File: config.mk
export PLATFORM = sky130hd
export DESIGN_NAME = reset_sequencer
export DESIGN_NICKNAME = d
export VERILOG_FILES = /design/src/rtl/reset_sequencer_pkg.sv /design/src/rtl/reset_release_sync.sv /design/src/rtl/reset_sequencer.sv
export SDC_FILE = /design/constraint.sdc
export NUM_CORES = 1
export LEC_CHECK = 0
export CAP_MARGIN = 30
export CORE_AREA = 3 3 79 81
export CTS_BUF_LIST = sky130_fd_sc_hd__clkbuf_4
export CTS_CLUSTER_SIZE = 30
export DETAILED_ROUTE_END_ITERATION = 10
export DIE_AREA = 0 0 82 84
export PLACE_DENSITY = 0.79
export RECOVER_POWER = 100
export SLEW_MARGIN = 30
export SYNTH_ARGS = -nofsm -noshare
export SYNTH_HDL_FRONTEND = slang
export SYNTH_SLANG_ARGS = --single-unit
File: constraint.sdc
create_clock -name clock -period 3.5 [get_ports clock]
set_clock_uncertainty 0.1 [all_clocks]
set_input_delay 0.35 -clock clock [delete_from_list [all_inputs] [get_ports clock]]
set_output_delay 0.35 -clock clock [all_outputs]
set_load 0.02 [all_outputs]
File: src/rtl/reset_sequencer_pkg.sv
// reset_sequencer_pkg: shared state encoding, widths and helpers for the reset sequencer
package reset_sequencer_pkg;
  typedef enum logic [1:0] {S_SYNC, S_ASSERT, S_SETTLE, S_IDLE} state_t;
  localparam int CNT_W = 16;
  localparam int SEQ_W = 8;
  function automatic logic [CNT_W-1:0] at_least_one(input logic [CNT_W-1:0] v);
    return (v == '0) ? CNT_W'(1) : v;
  endfunction
endpackage

File: src/rtl/reset_release_sync.sv
// reset_release_sync: async-set, sync-release flop chain for the external reset
//   clock : sequencer clock
//   reset : asynchronous active-high reset
//   held  : high while the synchronised reset is still asserted
module reset_release_sync #(
  parameter int STAGES = 2
) (
  input  logic clock,
  input  logic reset,
  output logic held
);
  logic [STAGES-1:0] chain;
  always_ff @(posedge clock or posedge reset)
    if (reset) chain <= '1;
    else chain <= {chain[STAGES-2:0], 1'b0};
  assign held = chain[STAGES-1];
endmodule

File: src/rtl/reset_sequencer.sv
// reset_sequencer: power-on and on-request reset pulse generator with settle and completion count
//   clock, reset        : clock and asynchronous active-high reset
//   reset_req           : start (or extend) a reset sequence
//   assert_cycles(_load): program register for the assert length of later sequences
//   sync_reset          : registered reset to the downstream logic
//   busy                : sequence in progress
//   reset_done          : one-cycle pulse at sequence completion
//   seq_count           : saturating count of completed sequences
module reset_sequencer
  import reset_sequencer_pkg::*;
#(
  parameter int SYNC_STAGES = 2,
  parameter int INIT_ASSERT_CYCLES = 16,
  parameter int SETTLE_CYCLES = 2
) (
  input  logic             clock,
  input  logic             reset,
  input  logic             reset_req,
  input  logic [CNT_W-1:0] assert_cycles,
  input  logic             assert_cycles_load,
  output logic             sync_reset,
  output logic             busy,
  output logic             reset_done,
  output logic [SEQ_W-1:0] seq_count
);
  localparam logic [CNT_W-1:0] SETTLE_LD = CNT_W'(SETTLE_CYCLES < 1 ? 1 : SETTLE_CYCLES);
  state_t state, state_n;
  logic [CNT_W-1:0] cnt, cnt_n, prog, prog_eff, cur;
  logic held, done_n;
  reset_release_sync #(.STAGES(SYNC_STAGES)) u_sync (
    .clock(clock),
    .reset(reset),
    .held (held)
  );
  // a load coinciding with a request applies to that request
  assign prog_eff = at_least_one(assert_cycles_load ? assert_cycles : prog);
  // the edge that releases SYNC already counts as the first assert cycle of length N
  assign cur = (state == S_SYNC) ? prog_eff : cnt;
  assign busy = (state != S_IDLE);
  always_comb begin
    state_n = state;
    cnt_n = cnt;
    done_n = 1'b0;
    case (state)
      S_SYNC, S_ASSERT:
        if (state == S_ASSERT || !held) begin
          if (reset_req) begin
            state_n = S_ASSERT;
            cnt_n = prog_eff;
          end else if (cur <= 16'd1) begin
            state_n = S_SETTLE;
            cnt_n = SETTLE_LD;
          end else begin
            state_n = S_ASSERT;
            cnt_n = cur - 16'd1;
          end
        end
      S_SETTLE:
        if (reset_req) begin
          state_n = S_ASSERT;
          cnt_n = prog_eff;
        end else if (cnt <= 16'd1) begin
          state_n = S_IDLE;
          done_n = 1'b1;
        end else cnt_n = cnt - 16'd1;
      S_IDLE:
        if (reset_req) begin
          state_n = S_ASSERT;
          cnt_n = prog_eff;
        end
      default: state_n = S_SYNC;
    endcase
  end
  always_ff @(posedge clock or posedge reset)
    if (reset) begin
      state <= S_SYNC;
      cnt <= '0;
      prog <= CNT_W'(INIT_ASSERT_CYCLES);
      sync_reset <= 1'b1;
      reset_done <= 1'b0;
      seq_count <= '0;
    end else begin
      state <= state_n;
      cnt <= cnt_n;
      sync_reset <= (state_n == S_SYNC) || (state_n == S_ASSERT);
      reset_done <= done_n;
      if (assert_cycles_load) prog <= assert_cycles;
      if (done_n && seq_count != '1) seq_count <= seq_count + 1'b1;
    end
endmodule

==> flow_summary_export.csv <==
group,metric,value,unit
grt,grt_pass1_wl,15.2,mm
grt,antenna_found_initial,0,
setup_path,crit_fanout,14,
grt,grt_max_degree,47,
setup_path,path_delay_family,"compound AO/OA/AOI/OAI gates",
synth,yosysWarningCount,0,
clock_tree,postCtsHoldBufs,0,
synth,ys_async_sr_fraction,1.00,
clock_tree,cts-root-buf,"clkbuf_4",
place,port_buffers,30,
clock_tree,cts_setup_buffers,0,
clock_tree,cts_max_level,2,
sta,hold_violations,0,
place,dp_slack,-98.3,ps
floorplan,rows,27,
clock_tree,cts.reportedPaths.clkPinSlew,130,ps
setup_path,slowest_delay,700,ps
sta,setup_ws,218,ps
setup_path,required,3660,ps
setup_path,critPathLaunchType,"register",
floorplan,die_w,82,um
sta,relSlewSlack,-0.376,
synth,synth_enable_flop_cells,0,
power,p_per_area,335,nW/um2
setup_path,crit_arrival,3440,ps
cells_and_area,drive_gt1_frac,0.140,
synth,synth-seq-cells,46,
setup_path,worst-path-buf-inv,1,
sta,rsz0062_at_grt,"false",
routing,post-route-drc-count,0,
setup_path,cp_slowest_cell,"nor2_2",
synth,ys_seq_area_frac,0.351,
grt,track_usage,0.282,
cells_and_area,nets,431,
grt,grt_pass1_vias,3094,
sta,worstMarginPinSlew,2050,ps
outcome,outcome,"finished with violations",
floorplan,io_pins,31,
floorplan,core_area,5540,um2
synth,yosys-top-cells-area,"dfrtp_1 32%, mux2_2 6.5%, nor2_1 5.5%",
clock_tree,cts_tree,"built",
power,power_leakage,1.51,nW
routing,via_count,3159,
min_path,hold_class,"register to register",
synth,syn-cell-area,3290,um2
setup_path,critPathKind,"register to register",
synth,syn_area_per_cell,8.93,um2
routing,drt_first_pass_iters,5,
cells_and_area,antenna_cells,0,
sta,fin_crit,3280,ps
synth,synth_cells,369,
place,dp.cells,471,
sta,period_share,0.938,
synth,synth_top_area_frac,0.319,
clock_tree,cts_resized,0,
synth,synth_top_flop_cell,"dfrtp_1",
routing,routed_wl,9.21,mm
cells_and_area,fin_cells,478,
synth,synth_cell_types,66,
clock_tree,clk_latency,370,ps
synth,synth_top_area_cell,"dfrtp_1",
place,gp_congestion,0.977,
floorplan,start_util,0.595,
sta,setup_violations,0,
floorplan,die_y,84,um
outcome,violations,"max-capacitance violations, max-slew violations",
sta,max_freq,0.305,GHz
floorplan,dieArea,6890,um2
grt,grt_overflow,0,
clock_tree,cts_buffer_depth,2,
routing,via_per_inst,6.61,
routing,drt_iter0_drc,353,
setup_path,path_cells,"nor2_2 -> mux2_1 -> a2111oi_2 -> clkbuf_2 -> nand3_1 -> xor2_1 -> a221oi_2 -> nor2_1",
place,dp_hpwl,6.71,mm
power,peakVddDrop,0.171,mV
routing,detail_route.wl_per_cell,19.3,um
cells_and_area,area_delta_synth_final,13.5,%
sta,slew_viol_final,47,
synth,synth_fp_nets,394,
job,maxCapViolCount,1,
routing,ant_nets,0,
clock_tree,cts.sinks,46,
clock_tree,numCtsBuffers,5,
setup_path,end_kind,"register",
layer usage:
layer / vias to the layer above / part of all wire / GRT usage
met1: 1507 / 0.41 / 0.386
li1: 1444 / - / -
met5: - / 0 / 0
met4: 0 / 0.020 / 0.0876
met3: 31 / 0.095 / 0.0594
met2: 177 / 0.47 / 0.442
cell usage in the layout (no fill, tap or decap), drive strengths merged, types with 5 or more instances in the layout:
| cell type | count |
|---|---|
| xor2 | 7 |
| ha | 5 |
| nor2 | 50 |
| o21ai | 14 |
| nand2 | 21 |
| clkdlybuf4s50 | 18 |
| nand4 | 6 |
| nand3 | 13 |
| xnor2 | 9 |
| clkbuf | 10 |
| dlygate4sd3 | 12 |
| nor3 | 16 |
| buf | 16 |
| o22ai | 11 |
| nor4 | 6 |
| dfrtp | 42 |
| mux2 | 19 |
| a31oi | 12 |
| inv | 12 |
| a21oi | 26 |
| mux2i | 9 |
worst paths after layout:
kind | from | cells after the start | slack, ps | end
worst max-delay path | register | 8 | 220 | cnt[14]
worst min-delay path | u_sync.chain[0] | 0 | 270 | u_sync.chain[1]
worst max register to register | register | 8 | 220 | cnt[14]
worst min register to register | u_sync.chain[0] | 0 | 270 | u_sync.chain[1]
max in group asynchronous | reset | 2 | 1530 | cnt[15]
min in group asynchronous | reset | 2 | 850 | prog[3]
cells in the mapped netlist (5+ instances only):
| cell | count |
|---|---|
| o21ai_0 | 12 |
| ha_1 | 5 |
| nor2_1 | 48 |
| mux2_2 | 19 |
| xor2_1 | 7 |
| nand3_1 | 13 |
| clkbuf_1 | 11 |
| nand4_1 | 5 |
| nor4_1 | 6 |
| nor3_1 | 15 |
| xnor2_1 | 9 |
| nand2_1 | 21 |
| inv_1 | 13 |
| a21oi_1 | 26 |
| a31oi_1 | 12 |
| o22ai_1 | 10 |
| mux2i_1 | 9 |
| dfrtp_1 | 42 |
metrics by stage:
stage | TNS [ps] | hold WS (ps) | area [um2] | total power [mW] | util
floorplan | 0 | 245 | 3290 | 0.886 | -
global placement | 0 | 246 | 3720 | 0.994 | 0.671
detailed placement | -346 | 248 | 3720 | 1.01 | 0.671
CTS | 0 | 267 | 3770 | 1.26 | 0.680
global route | 0 | 267 | 3740 | 1.32 | 0.675
finish | 0 | 266 | 3740 | 1.25 | 0.675
where the power goes:
| group | leakage (nW) | internal [mW] | total (mW) | switching, mW |
|---|---|---|---|---|
| clock | 0.0278 | 0.0829 | 0.254 | 0.171 |
| combinational | 0.925 | 0.151 | 0.357 | 0.206 |
| sequential | 0.553 | 0.581 | 0.641 | 0.0603 |
state kept, by name (all words and copies together), names as in the netlist, named ones only:
register	count
cnt	16
prog	16
reset_done	1
seq_count	8
sync_reset	1
u_sync.chain	2
cell type report:
| cell class | instances | area [um2] |
|---|---|---|
| repair buffers | 50 | 437 |
| multi-input cells | 290 | 1950 |
| clock buffers | 6 | 45.0 |
| flip-flops and latches | 46 | 1160 |
| clock inverters | 1 | 7.51 |
| inverters | 13 | 50.0 |
| well taps | 72 | 90.1 |
| fillers | 463 | 1800 |
kinds of logic after synthesis:
group                      after synthesis  share of synthesized area
adders and majority gates                5                     0.0190
other                                    1                    0.00114
buffers and inverters                   33                     0.0505
and+or+nand+nor                        138                      0.222
DFF                                     46                      0.351
muxes                                   28                     0.0923
xor gates and xnor gates                16                     0.0425
AOI/OAI and AO/OA                      102                      0.222
Note: power is estimated with default switching activity, not from simulation.
==> RTL change (same settings) <==
Make the reset (`reset`) synchronous in 2 clocked blocks. Comments in the files are not updated.
--- a/src/rtl/reset_release_sync.sv
+++ b/src/rtl/reset_release_sync.sv
@@ -10,7 +10,7 @@
   output logic held
 );
   logic [STAGES-1:0] chain;
-  always_ff @(posedge clock or posedge reset)
+  always_ff @(posedge clock)
     if (reset) chain <= '1;
     else chain <= {chain[STAGES-2:0], 1'b0};
   assign held = chain[STAGES-1];
--- a/src/rtl/reset_sequencer.sv
+++ b/src/rtl/reset_sequencer.sv
@@ -71,7 +71,7 @@
       default: state_n = S_SYNC;
     endcase
   end
-  always_ff @(posedge clock or posedge reset)
+  always_ff @(posedge clock)
     if (reset) begin
       state <= S_SYNC;
       cnt <= '0;
Function: differs if reset is asserted again (counterexample within 4 cycles, from zero or initial values and one cycle with reset high); with reset held inactive, the same outputs for 10 cycles.
==> RTL change against the original RTL <==
- synthesized area rose by 0.42%
- cell area shrank 0.57%
- sequential share of layout area shrank 6.1 points
- total power is 4.9% higher
- sequential cell count stayed put
- critical path depth increased by 5
- clock power up 7.9%
- worst setup slack improved by 0.088 ns
- wire length is 1.7% lower
- die area stayed put
- via count grew 1.4%
- non-clock buffer count is 8 higher
- final cell count grew 7.9%
- critical path type is now primary input to flip-flop
- critical endpoint is now cnt[4]
==> RTL change: results (changes against the original RTL) <==
status: "complete, no violations"
wl_met3_um: 790  # -10%
wl_met2_um: 4210  # -2.7%
netlist.area_leader.share_pct: 27.8  # -4.1 points
clkbuf_count: 6  # unchanged
syn_nets: 430  # +9.1%
signal_buffers: 58  # +16%
clock_latency_ns: 0.39  # +0.02 ns
drive_gt1_share_pct: 12.8  # -1.2 points
clock_cell_area_share_pct: 1.58  # +0.18 points
ys_types: 64  # -3.0%
grt_use_met2_pct: 43.9  # -0.22 points
use_met1_pct: 35.2  # -3.5 points
synthTopCellsByCount: "nor2_1, dfxtp_1, nand2_1, mux2i_1, a21oi_1"
slew_headroom_pct: 44.0  # +82 points
synthMuxAreaShare_pct: 9.80  # +0.57 points
gp_congestion: 0.922  # -5.6%
ff2ff_setup_slack_ns: 0.36  # +0.14 ns
inverters: 9  # -4
whs_path_depth: 1  # +1
fillers: 480  # +3.7%
synthTopCellsByArea: "dfxtp_1, nor2_1, mux2i_1"
nNetsFinal: 468  # +8.6%
first_global_vias: 3076  # -0.58%
crit_family: "simple AND/OR/NAND/NOR gates"
multi_input_area_share_pct: 56.9  # +4.6 points
sh_seq_area_pct: 24.8  # -6.1 points
wl_met1_um: 3740  # -2.2%
crit_end: "cnt[4]"
avgRoutedWirePerCell_um: 17.5  # -9.0%
multi_input_gates: 323  # +11%
synthFlopType: "dfxtp_1"
synth_xor_xnor_area_share_pct: 8.74  # +4.5 points
worstHoldStart: "u_sync.chain[0]"
grt_max_degree: 25  # -47%
dp_hpwl_um: 6690  # -0.33%
ys_seq_area_share_pct: 27.8  # -7.3 points
synth-async-reset-ratio_pct: 0  # -100 points
holdPathEnd: "u_sync.chain[1]"
top_regs: "cnt x16, prog x16, seq_count x8"
crit_path_max_incr_delay_ns: 0.46  # -0.24 ns
via_per_inst: 6.21  # -6.0%
grtUsageMet3_pct: 4.97  # -0.97 points
drt-initial-drc-count: 364  # +3.1%
area_share_nonclk_buffers_pct: 13.4  # +1.7 points
synthAdderAreaFrac_pct: 1.89  # -0.0079 points
ir_drop_v: 0.000190  # +11%
track_usage_pct: 27.3  # -0.85 points
drtPass1Iterations: 6  # +1
synth_compound_area_share_pct: 17.6  # -4.6 points
grt_pass1_wl_um: 14800  # -3.0%
p_leak_nw: 1.49  # -1.0%
cpMaxStageDelayCell: "clkdlybuf4s50_1"
r2r_cells: 11  # +3
worstPathArrival_ns: 3.40  # -0.04 ns
RTL change: cell types whose count changed after synthesis, sizes merged, moves of 9 or more:
cell,change
nand2,+15
a31oi,-10
dfrtp,-42
xor2,+9
dfxtp,+46
mux2i,+11
RTL change: power by group:
part / internal [mW] / switching [mW]
combinational: 0.195 / 0.249
sequential: 0.556 / 0.0402
clock: 0.0870 / 0.187
RTL change: per-stage QoR:
step | total power, mW | cell area, um^2 | hold WS, ns | setup slack, ns | instances
6_report | 1.31 | 3720 | 0.327 | 0.306 | 516
3_5_place_dp | 1.05 | 3710 | 0.308 | -0.00640 | 508
3_3_place_gp | 1.04 | 3710 | 0.293 | 0.0714 | 508
2_1_floorplan | 0.931 | 3310 | 0.278 | 0.457 | 405
5_1_grt | 1.39 | 3720 | 0.330 | 0.0967 | 516
4_1_cts | 1.32 | 3770 | 0.331 | 0.380 | 516
